[src/rtl/bit_index_assembler_if.sv]
// Valid/ready bundle between an index-beat producer and the mask assembler.
// The producer (master) sends index beats and accepts finished masks.
interface bit_index_assembler_if #(
    parameter int WIDTH = 32,
    parameter int IDX_W = $clog2(WIDTH)
);
    logic             in_valid;
    logic             in_ready;
    logic [IDX_W-1:0] in_idx;
    logic             in_last;
    logic             in_skip;
    logic             out_valid;
    logic             out_ready;
    logic [WIDTH-1:0] out_mask;
    logic [IDX_W:0]   out_count;
    logic             out_dup;
    logic             out_err;

    modport master (
        output in_valid, in_idx, in_last, in_skip, out_ready,
        input  in_ready, out_valid, out_mask, out_count, out_dup, out_err
    );

    modport slave (
        input  in_valid, in_idx, in_last, in_skip, out_ready,
        output in_ready, out_valid, out_mask, out_count, out_dup, out_err
    );
endinterface

[src/rtl/bit_index_assembler.sv]
// Rebuilds a bit mask from a frame of set-bit indices; reports distinct-bit
// count plus duplicate and out-of-range flags once the frame's last beat lands.
module bit_index_assembler #(
    parameter int WIDTH = 32,
    parameter int IDX_W = $clog2(WIDTH)
) (
    input logic                  clk,
    input logic                  rst_n,
    bit_index_assembler_if.slave bus
);
    // state     | meaning
    // S_COLLECT | accepting index beats, accumulating the mask
    // S_HOLD    | finished frame presented downstream, input stalled
    typedef enum logic {
        S_COLLECT = 1'b0,
        S_HOLD    = 1'b1
    } state_t;

    localparam logic [IDX_W:0]   WIDTH_L = (IDX_W + 1)'(WIDTH);
    localparam logic [IDX_W:0]   ONE_L   = (IDX_W + 1)'(1);
    localparam logic [WIDTH-1:0] BIT0    = {{(WIDTH - 1){1'b0}}, 1'b1};

    state_t           state_q, state_d;
    logic [WIDTH-1:0] mask_q, mask_d;
    logic [IDX_W:0]   count_q, count_d;
    logic             dup_q, dup_d;
    logic             err_q, err_d;

    logic             accept;
    logic             in_range;
    logic             already_set;
    logic [WIDTH-1:0] onehot;

    assign accept      = bus.in_valid && (state_q == S_COLLECT);
    assign in_range    = {1'b0, bus.in_idx} < WIDTH_L;
    // Shifting past the top drops to zero, so out-of-range indices never alias a bit.
    assign onehot      = BIT0 << bus.in_idx;
    assign already_set = |(mask_q & onehot);

    always_comb begin
        state_d = state_q;
        mask_d  = mask_q;
        count_d = count_q;
        dup_d   = dup_q;
        err_d   = err_q;
        case (state_q)
            S_COLLECT: begin
                if (accept) begin
                    if (!bus.in_skip) begin
                        if (!in_range) begin
                            err_d = 1'b1;
                        end else if (already_set) begin
                            dup_d = 1'b1;
                        end else begin
                            mask_d  = mask_q | onehot;
                            count_d = count_q + ONE_L;
                        end
                    end
                    if (bus.in_last) begin
                        state_d = S_HOLD;
                    end
                end
            end
            S_HOLD: begin
                if (bus.out_ready) begin
                    state_d = S_COLLECT;
                    mask_d  = '0;
                    count_d = '0;
                    dup_d   = 1'b0;
                    err_d   = 1'b0;
                end
            end
            default: state_d = S_COLLECT;
        endcase
    end

    always_ff @(posedge clk or negedge rst_n) begin
        if (!rst_n) begin
            state_q <= S_COLLECT;
            mask_q  <= '0;
            count_q <= '0;
            dup_q   <= 1'b0;
            err_q   <= 1'b0;
        end else begin
            state_q <= state_d;
            mask_q  <= mask_d;
            count_q <= count_d;
            dup_q   <= dup_d;
            err_q   <= err_d;
        end
    end

    assign bus.in_ready  = (state_q == S_COLLECT);
    assign bus.out_valid = (state_q == S_HOLD);
    assign bus.out_mask  = mask_q;
    assign bus.out_count = count_q;
    assign bus.out_dup   = dup_q;
    assign bus.out_err   = err_q;
endmodule
[src/flat_wrapper.sv]
// flat-port wrapper written by rule: the top's interface ports become plain ports
module bit_index_assembler_flat 
#(
    parameter int WIDTH = 32,
    parameter int IDX_W = $clog2(WIDTH)
)
  (clk, rst_n, bus_in_valid, bus_in_idx, bus_in_last, bus_in_skip, bus_out_ready, bus_in_ready, bus_out_valid, bus_out_mask, bus_out_count, bus_out_dup, bus_out_err);
  bit_index_assembler_if #(.WIDTH(WIDTH), .IDX_W(IDX_W)) bus_i ();
  input logic clk;
  input logic rst_n;
  input wire logic [$bits(bus_i.in_valid)-1:0] bus_in_valid;
  input wire logic [$bits(bus_i.in_idx)-1:0] bus_in_idx;
  input wire logic [$bits(bus_i.in_last)-1:0] bus_in_last;
  input wire logic [$bits(bus_i.in_skip)-1:0] bus_in_skip;
  input wire logic [$bits(bus_i.out_ready)-1:0] bus_out_ready;
  output wire logic [$bits(bus_i.in_ready)-1:0] bus_in_ready;
  output wire logic [$bits(bus_i.out_valid)-1:0] bus_out_valid;
  output wire logic [$bits(bus_i.out_mask)-1:0] bus_out_mask;
  output wire logic [$bits(bus_i.out_count)-1:0] bus_out_count;
  output wire logic [$bits(bus_i.out_dup)-1:0] bus_out_dup;
  output wire logic [$bits(bus_i.out_err)-1:0] bus_out_err;
  assign bus_i.in_valid = bus_in_valid;
  assign bus_i.in_idx = bus_in_idx;
  assign bus_i.in_last = bus_in_last;
  assign bus_i.in_skip = bus_in_skip;
  assign bus_i.out_ready = bus_out_ready;
  assign bus_in_ready = bus_i.in_ready;
  assign bus_out_valid = bus_i.out_valid;
  assign bus_out_mask = bus_i.out_mask;
  assign bus_out_count = bus_i.out_count;
  assign bus_out_dup = bus_i.out_dup;
  assign bus_out_err = bus_i.out_err;
  bit_index_assembler #(.WIDTH(WIDTH), .IDX_W(IDX_W)) u_core (.clk(clk), .rst_n(rst_n), .bus(bus_i));
endmodule
[config.mk]
export PLATFORM = sky130hd
export DESIGN_NAME = bit_index_assembler_flat
export DESIGN_NICKNAME = d
export VERILOG_FILES = /design/src/rtl/bit_index_assembler_if.sv /design/src/rtl/bit_index_assembler.sv /design/src/flat_wrapper.sv
export SDC_FILE = /design/constraint.sdc
export NUM_CORES = 1
export LEC_CHECK = 0
export ABC_CLOCK_PERIOD_IN_PS = 5300
export BUFFER_PORTS_ARGS = -buffer_cell sky130_fd_sc_hd__buf_4
export CORE_MARGIN = 5
export CORE_UTILIZATION = 35
export DETAILED_ROUTE_END_ITERATION = 8
export PLACE_DENSITY_LB_ADDON = 0.3
export SETUP_SLACK_MARGIN = 0.3
export SYNTH_ARGS = -nofsm -noshare
export SYNTH_HDL_FRONTEND = slang
export SYNTH_SLANG_ARGS = --single-unit
[constraint.sdc]
create_clock -name clk -period 5.3 [get_ports clk]
set_input_delay 0.795 -clock clk [delete_from_list [all_inputs] [get_ports clk]]
set_output_delay 0.795 -clock clk [all_outputs]
set_load 0.01 [all_outputs]
==> results of run 1 <==
## synth_stat cells (2+ instances only)
cell type / count
nand2_1: 14
inv_1: 5
clkbuf_1: 5
o41ai_1: 2
a32o_2: 5
nor2_1: 5
mux2_1: 2
nor3b_1: 2
nor2b_1: 6
a21oi_1: 2
nand3_1: 16
dfrtp_1: 40
a22o_1: 9
nand3b_1: 6
o21ai_0: 3
or3_1: 4
and3b_1: 2
and3_1: 3
nor3_1: 2
buf_2: 3
mux2i_1: 4
a32o_1: 19
mux2_4: 2
buf_4: 3
a211oi_1: 2
buf_6: 5
## routing by layer
| layer | global-route usage (%) | routed length, um | vias up |
|---|---|---|---|
| li1 | - | - | 854 |
| met4 | 4.60 | 80 | 0 |
| met5 | 0 | 0 | - |
| met3 | 3.96 | 318 | 9 |
| met2 | 23.0 | 2780 | 52 |
| met1 | 23.6 | 2780 | 923 |
## stage by stage
stage / hold WS, ns / instances
4_1_cts: 0.491 / 317
5_1_grt: 0.497 / 317
2_1_floorplan: 0.499 / 197
6_report: 0.463 / 317
3_5_place_dp: 0.483 / 309
3_3_place_gp: 0.481 / 309
## kinds of logic (layout without fill, tap and decap cells)
logic type	Yosys count	after routing	synth area share [%]
DFF	40	40	45.4
buffers and inverters	22	65	6.12
muxes	9	9	4.71
adders and majority gates	1	1	0.567
and+or+nand+nor	71	71	20.1
AOI/OAI and AO/OA	53	53	23.0
other	1	1	0.170
## area by class of cell
type | instances | area (um^2) | area share, %
Tap cell | 77 | 96.3 | 3.56
Multi-Input combinational cell | 135 | 1070 | 39.6
Clock buffer | 7 | 96.3 | 3.56
Timing Repair Buffer | 52 | 390 | 14.4
Inverter | 5 | 18.8 | 0.694
Sequential cell | 40 | 1000 | 37.0
Clock inverter | 1 | 30.0 | 1.11
## worst register-to-register path, stage by stage (launching register included)
cell       delay, ns
dfrtp_1         0.42
mux2_4          0.27
o2bb2ai_1       0.15
a221oi_4        0.30
nand4_4         0.21
nor3_4          0.92
a32o_2          0.31
## flip-flops by register name, summed over array words and instances, names as in the netlist
name,cells
u_core.bus.out_count,6
u_core.bus.out_valid,1
u_core.bus.out_dup,1
u_core.bus.out_mask,32
## worst min path at each step
stage / endpoint / slack (ns)
5_1_grt: u_core.bus.out_mask[23] / 0.50
4_1_cts: u_core.bus.out_valid / 0.49
6_report: u_core.bus.out_valid / 0.46
2_1_floorplan: u_core.bus.out_count[0] / 0.50
3_3_place_gp: u_core.bus.out_dup / 0.48
3_5_place_dp: u_core.bus.out_dup / 0.48
## cell usage in the layout, fill, tap and decap left out, types with 2 or more instances in the layout
cell type and instances:
a21oi_1 2, a22o_1 9, nor2b_1 6, nor2_1 5, and3b_1 2, a32o_1 19, inv_1 5, and3_1 3
a32o_2 5, mux2_4 2, mux2_1 2, o41ai_1 2, nand3_1 16, nand3b_1 6, dfrtp_1 40, clkbuf_8 7
a211oi_1 2, or3_1 4, nand2_1 14, o21ai_0 3, buf_4 52, nor3_1 2, mux2i_1 4, nor3b_1 2
## power by group through the flow
stage / logic, mW / clock network (mW) / registers, mW
2_1_floorplan: 0.0742 / 0 / 0.361
3_3_place_gp: 0.142 / 0 / 0.356
3_5_place_dp: 0.145 / 0 / 0.356
4_1_cts: 0.145 / 0.281 / 0.350
5_1_grt: 0.159 / 0.295 / 0.355
6_report: 0.144 / 0.278 / 0.350
==> impl_metrics.yaml, run 1 <==
status:
  status: "completed"
power:
  vdd_drop_max_uv: 134
  p_per_area_nw_per_um2: 285
  p_seq_share_pct: 45.4
  p_switching_uw: 216
  combPwrFrac_pct: 18.6
  swShare_pct: 28.0
  power_uw: 772
  p_clk_share_pct: 36.0
  internal_power_uw: 556
  p_leak_nw: 1.26
setup_path:
  r2r-start: "u_core.bus.out_mask[2]"
  crit_chain: "buf_4, mux2_4, o2bb2ai_1, a221oi_4, nand4_4, nor3_4, a32o_2"
  startpoint: "bus_in_idx[0]"
  setup.worst_path.end: "u_core.bus.out_mask[0]"
  reg2reg_depth: 6
  cp.depth: 7
  cp.arrival_ns: 3.23
  required_ns: 5.55
  cp_num_buf_inv: 1
  slowest_delay_ns: 0.92
  start_kind: "input port"
  regToRegEndpoint: "u_core.bus.out_mask[0]"
  crit_type: "input port to flop"
  end_kind: "flop"
  cp_top_family: "simple AND/OR/NAND/NOR gates"
  r2r_slack_ns: 2.65
  worst-path-max-fanout: 26
  cp_slowest_cell: "nor3_4"
timing:
  fmax_mhz: 335
  fin_crit_sh_pct: 56.3
  skew_ns: 0.00558
  max_slew.worst_pin.slew_ns: 1.07
  tns_ns: 0
  rsz0062_at_grt: "false"
  maxSlewHeadroom_pct: 28.6
  setup_viol: 0
  period_needed_ns: 2.98
  finalMaxSlewViolations: 0
  finalHoldViolations: 0
  worst_slack_ns: 2.32
layout:
  post-route-util_pct: 43.3
  fin_area_um2: 2700
  antenna_cells: 0
  fin_nets: 251
  syn_to_final_growth_pct: 22.5
  drive_gt1_share_pct: 32.5
  fillCellCount: 629
floorplanning:
  initial_utilization_pct: 35.4
  die_area_um2: 7990
  ios: 53
  dieHeight_um: 89.4
  die_w_um: 89.4
  num_rows: 29
  core_area_um2: 6240
logic_synthesis:
  ys_types: 52
  synth_edf_count: 0
  async_reset_ff_share_pct: 100
  synth_area_um2: 2210
  synth_top_flop_cell: "dfrtp_1"
  yosysTopAreaCellShare_pct: 45.4
  yosys.area.top_type: "dfrtp_1"
  synth_nets: 209
  synth-seq-cells: 40
  syn_area_per_cell_um2: 11.2
  yosys-top-cells-area: "dfrtp_1, a32o_1, nand3_1"
  postSynthCellCount: 197
  yosysWarnings: 0
  synth-seq-area-share_pct: 45.4
route:
  viasPerCell: 5.80
  route.detailed.drc: 0
  drt_wl_total_um: 5960
  vias: 1838
  drt_iter0_drc: 219
  ant_nets: 0
  wl_per_cell_um: 18.8
  dr.pass1.iters: 5
clock_network:
  cts_htree_levels: 2
  cts_tree: "built"
  clk_path_buf_depth: 2
  post_cts_resized: 0
  path_clk_slew_ns: 0.08
  clock_tree.root_cell: "clkbuf_8"
  cts_setup_buffers: 0
  cts_hold_buf: 0
  cts_buffers: 5
  cts.sinks: 40
  clk_latency_ns: 0.30
global_route:
  overflow: 0
  first_global_vias: 1744
  grtUsageTotal_pct: 16.0
  grt_pass1_wl_um: 9750
  antenna_found_initial: 0
  grt_start_max_net_pins: 41
worst_hold_path:
  min_path_type: "input port to asynchronous set/reset pin"
placed_design:
  place_area_um2: 2580
  gp_congestion: 0.790
  port_buffers: 51
  hpwl_um: 4060
  pre_cts_slack_ns: 2.01
job:
  drv.max_cap_violation_count: 0
(Power assumes the default switching activity.)
==> run 2, diff against run 1 <==
--- a/config.mk
+++ b/config.mk
@@ -5,7 +5,8 @@
 export SDC_FILE = /design/constraint.sdc
 export NUM_CORES = 1
 export LEC_CHECK = 0
-export ABC_CLOCK_PERIOD_IN_PS = 5300
+export ABC_AREA = 1
+export ABC_CLOCK_PERIOD_IN_PS = 2800
 export BUFFER_PORTS_ARGS = -buffer_cell sky130_fd_sc_hd__buf_4
 export CORE_MARGIN = 5
 export CORE_UTILIZATION = 35
==> constraint.sdc (replaced) <==
create_clock -name clk -period 2.8 [get_ports clk]
set_input_delay 0.42 -clock clk [delete_from_list [all_inputs] [get_ports clk]]
set_output_delay 0.42 -clock clk [all_outputs]
set_load 0.01 [all_outputs]
==> impl_metrics.yaml, run 2 <==
power:
  p_switching_uw: 402
  vdd_drop_max_uv: 238
  p_seq_share_pct: 46.9
  p_per_area_nw_per_um2: 465
  p_leak_nw: 1.65
  internal_power_uw: 980
  combPwrFrac_pct: 19.2
  swShare_pct: 29.1
  p_clk_share_pct: 33.9
timing:
  max_slew.worst_pin.slew_ns: 0.509
  fin_crit_sh_pct: 78.0
  maxSlewHeadroom_pct: 66.1
  skew_ns: 0.00617
  period_needed_ns: 2.18
  rsz0062_at_grt: "false"
  worst_slack_ns: 0.616
  setup_viol: 0
  finalMaxSlewViolations: 0
  fmax_mhz: 458
  finalHoldViolations: 0
  tns_ns: 0
logic_synthesis:
  synth_nets: 334
  yosysMostFrequentCell: "nand2_1"
  syn_area_per_cell_um2: 7.62
  synth_edf_count: 0
  postSynthCellCount: 322
  yosys-top-cells-area: "dfrtp_1, nand2_1, nand3_1"
  synth-seq-area-share_pct: 40.8
  yosysWarnings: 0
  synth_common_cells: "nand2_1, dfrtp_1, nand3_1, nor2_1, a31o_2"
  synth-seq-cells: 40
  synth_top_flop_cell: "dfrtp_1"
  yosysTopAreaCellShare_pct: 40.8
  synth_area_um2: 2450
  async_reset_ff_share_pct: 100
  yosys.area.top_type: "dfrtp_1"
  ys_types: 27
route:
  met2WireLength_um: 2880
  wl_met3_um: 301
  vias: 2337
  drt_wl_total_um: 6220
  top_layer: "met4"
  drt_iter0_drc: 144
  dr.pass1.iters: 4
  wl_per_cell_um: 13.5
  viasPerCell: 5.08
  wirelength_met1_um: 2920
  ant_nets: 0
  route.detailed.drc: 0
placed_design:
  gp_congestion: 0.799
  hpwl_um: 4400
  port_buffers: 51
  pre_cts_slack_ns: 0.319
layout:
  fillCellCount: 691
  post-route-util_pct: 43.7
  antenna_cells: 0
  layout_commonest_cell: "nand2_1"
  syn_to_final_growth_pct: 21.1
  largest_reg_flops: 32
  fin_nets: 375
  final_cell_mix: "nand2_1, buf_4, dfrtp_1"
  drive_gt1_share_pct: 26.4
setup_path:
  crit_type: "input port to flop"
  regToRegEndpoint: "u_core.bus.out_mask[16]"
  startpoint: "bus_in_idx[3]"
  r2r-start: "u_core.bus.out_valid"
  end_kind: "flop"
  cp.depth: 14
  cp_top_family: "simple AND/OR/NAND/NOR gates"
  worst-path-max-fanout: 32
  cp_num_buf_inv: 3
  start_kind: "input port"
  required_ns: 2.98
  slowest_delay_ns: 0.29
  r2r_slack_ns: 0.94
  crit_chain: "buf_4, inv_2, nor2_1, nand3_1, nand2_1, nor2_1, nand2_1, nor2_4, nand2_4, nand2_2, nand2_2, buf_12, nand2_1, nand2_1"
  reg2reg_depth: 7
  cp.arrival_ns: 2.36
  cp_slowest_cell: "inv_2"
  cp_common_cell: "nand2_1"
  setup.worst_path.end: "u_core.bus.out_mask[16]"
clock_network:
  clk_latency_ns: 0.30
  cts_htree_levels: 2
  path_clk_slew_ns: 0.08
  post_cts_resized: 0
  cts_hold_buf: 0
  cts.sinks: 40
  cts_setup_buffers: 0
  clock_tree.root_cell: "clkbuf_8"
  clk_path_buf_depth: 2
  cts_buffers: 5
  cts_tree: "built"
floorplanning:
  die_area_um2: 8780
  ios: 53
  initial_utilization_pct: 36.1
  core_area_um2: 6790
  die_w_um: 93.7
  dieHeight_um: 93.7
  num_rows: 30
job:
  drv.max_cap_violation_count: 0
global_route:
  first_global_vias: 2184
  overflow: 0
  antenna_found_initial: 0
  grtUsageTotal_pct: 15.1
  grt_pass1_wl_um: 10600
  grt_start_max_net_pins: 41
status:
  status: "completed"
worst_hold_path:
  min_path_type: "input port to asynchronous set/reset pin"
==> run 2: changes by cell type after synthesis, sizes merged, moves of 8 or more <==
cell | before | now
nand2 | 14 | 114
nand3 | 16 | 41
nand4 | 2 | 16
o2111ai | 0 | 8
a32o | 24 | 0
a31o | 2 | 17
a22o | 9 | 0
nor2 | 5 | 33
==> run 2: area by class of cell <==
cell class                      instances  area (um^2)  area share, %
Timing Repair Buffer                   54          418           14.1
Clock inverter                          2         35.0           1.18
Clock buffer                            6         72.6           2.44
Multi-Input combinational cell        252         1290           43.3
Inverter                               10         37.5           1.26
Sequential cell                        40         1000           33.7
Tap cell                               96          120           4.04
==> run 2: worst min path at each step <==
| stage | from | end | slack (ns) |
|---|---|---|---|
| finish | rst_n | u_core.bus.out_count[4] | 0.1 |
| global route | rst_n | u_core.bus.out_count[4] | 0.14 |
| CTS | rst_n | u_core.bus.out_count[4] | 0.10 |
| detailed placement | rst_n | u_core.bus.out_count[4] | 0.43 |
| global placement | rst_n | u_core.bus.out_count[4] | 0.43 |
| floorplan | rst_n | u_core.bus.out_count[0] | 0.12 |
==> run 2: power by group through the flow <==
stage | clock network, mW | logic, mW | registers, mW
finish | 0.468 | 0.265 | 0.649
global route | 0.502 | 0.296 | 0.656
CTS | 0.484 | 0.268 | 0.649
detailed placement | 0 | 0.267 | 0.661
global placement | 0 | 0.267 | 0.660
floorplan | 0 | 0.153 | 0.668
==> run 2: metrics by stage <==
| stage | std cells | instance area, um^2 | power [mW] | hold slack, ns |
|---|---|---|---|---|
| 2_1_floorplan | 322 | 2450 | 0.821 | 0.124 |
| 3_3_place_gp | 452 | 2860 | 0.927 | 0.431 |
| 3_5_place_dp | 452 | 2860 | 0.928 | 0.433 |
| 4_1_cts | 460 | 2970 | 1.40 | 0.103 |
| 5_1_grt | 460 | 2970 | 1.45 | 0.137 |
| 6_report | 460 | 2970 | 1.38 | 0.0953 |
==> run 2: logic make-up after synthesis <==
| logic type | after synthesis | synth area share [%] |
|---|---|---|
| buf+inv | 30 | 6.83 |
| simple gates | 211 | 39.4 |
| xor+xnor | 1 | 0.357 |
| fa+ha+maj | 1 | 0.510 |
| flops | 40 | 40.8 |
| compound gates | 38 | 12.0 |
| other cells | 1 | 0.153 |
==> run 2: routing by layer <==
metal | GRT usage (%) | vias to the layer above
met1 | 21.0 | 1087
met4 | 5.78 | 0
met5 | 0 | -
met2 | 23.1 | 58
li1 | - | 1184
met3 | 2.88 | 8
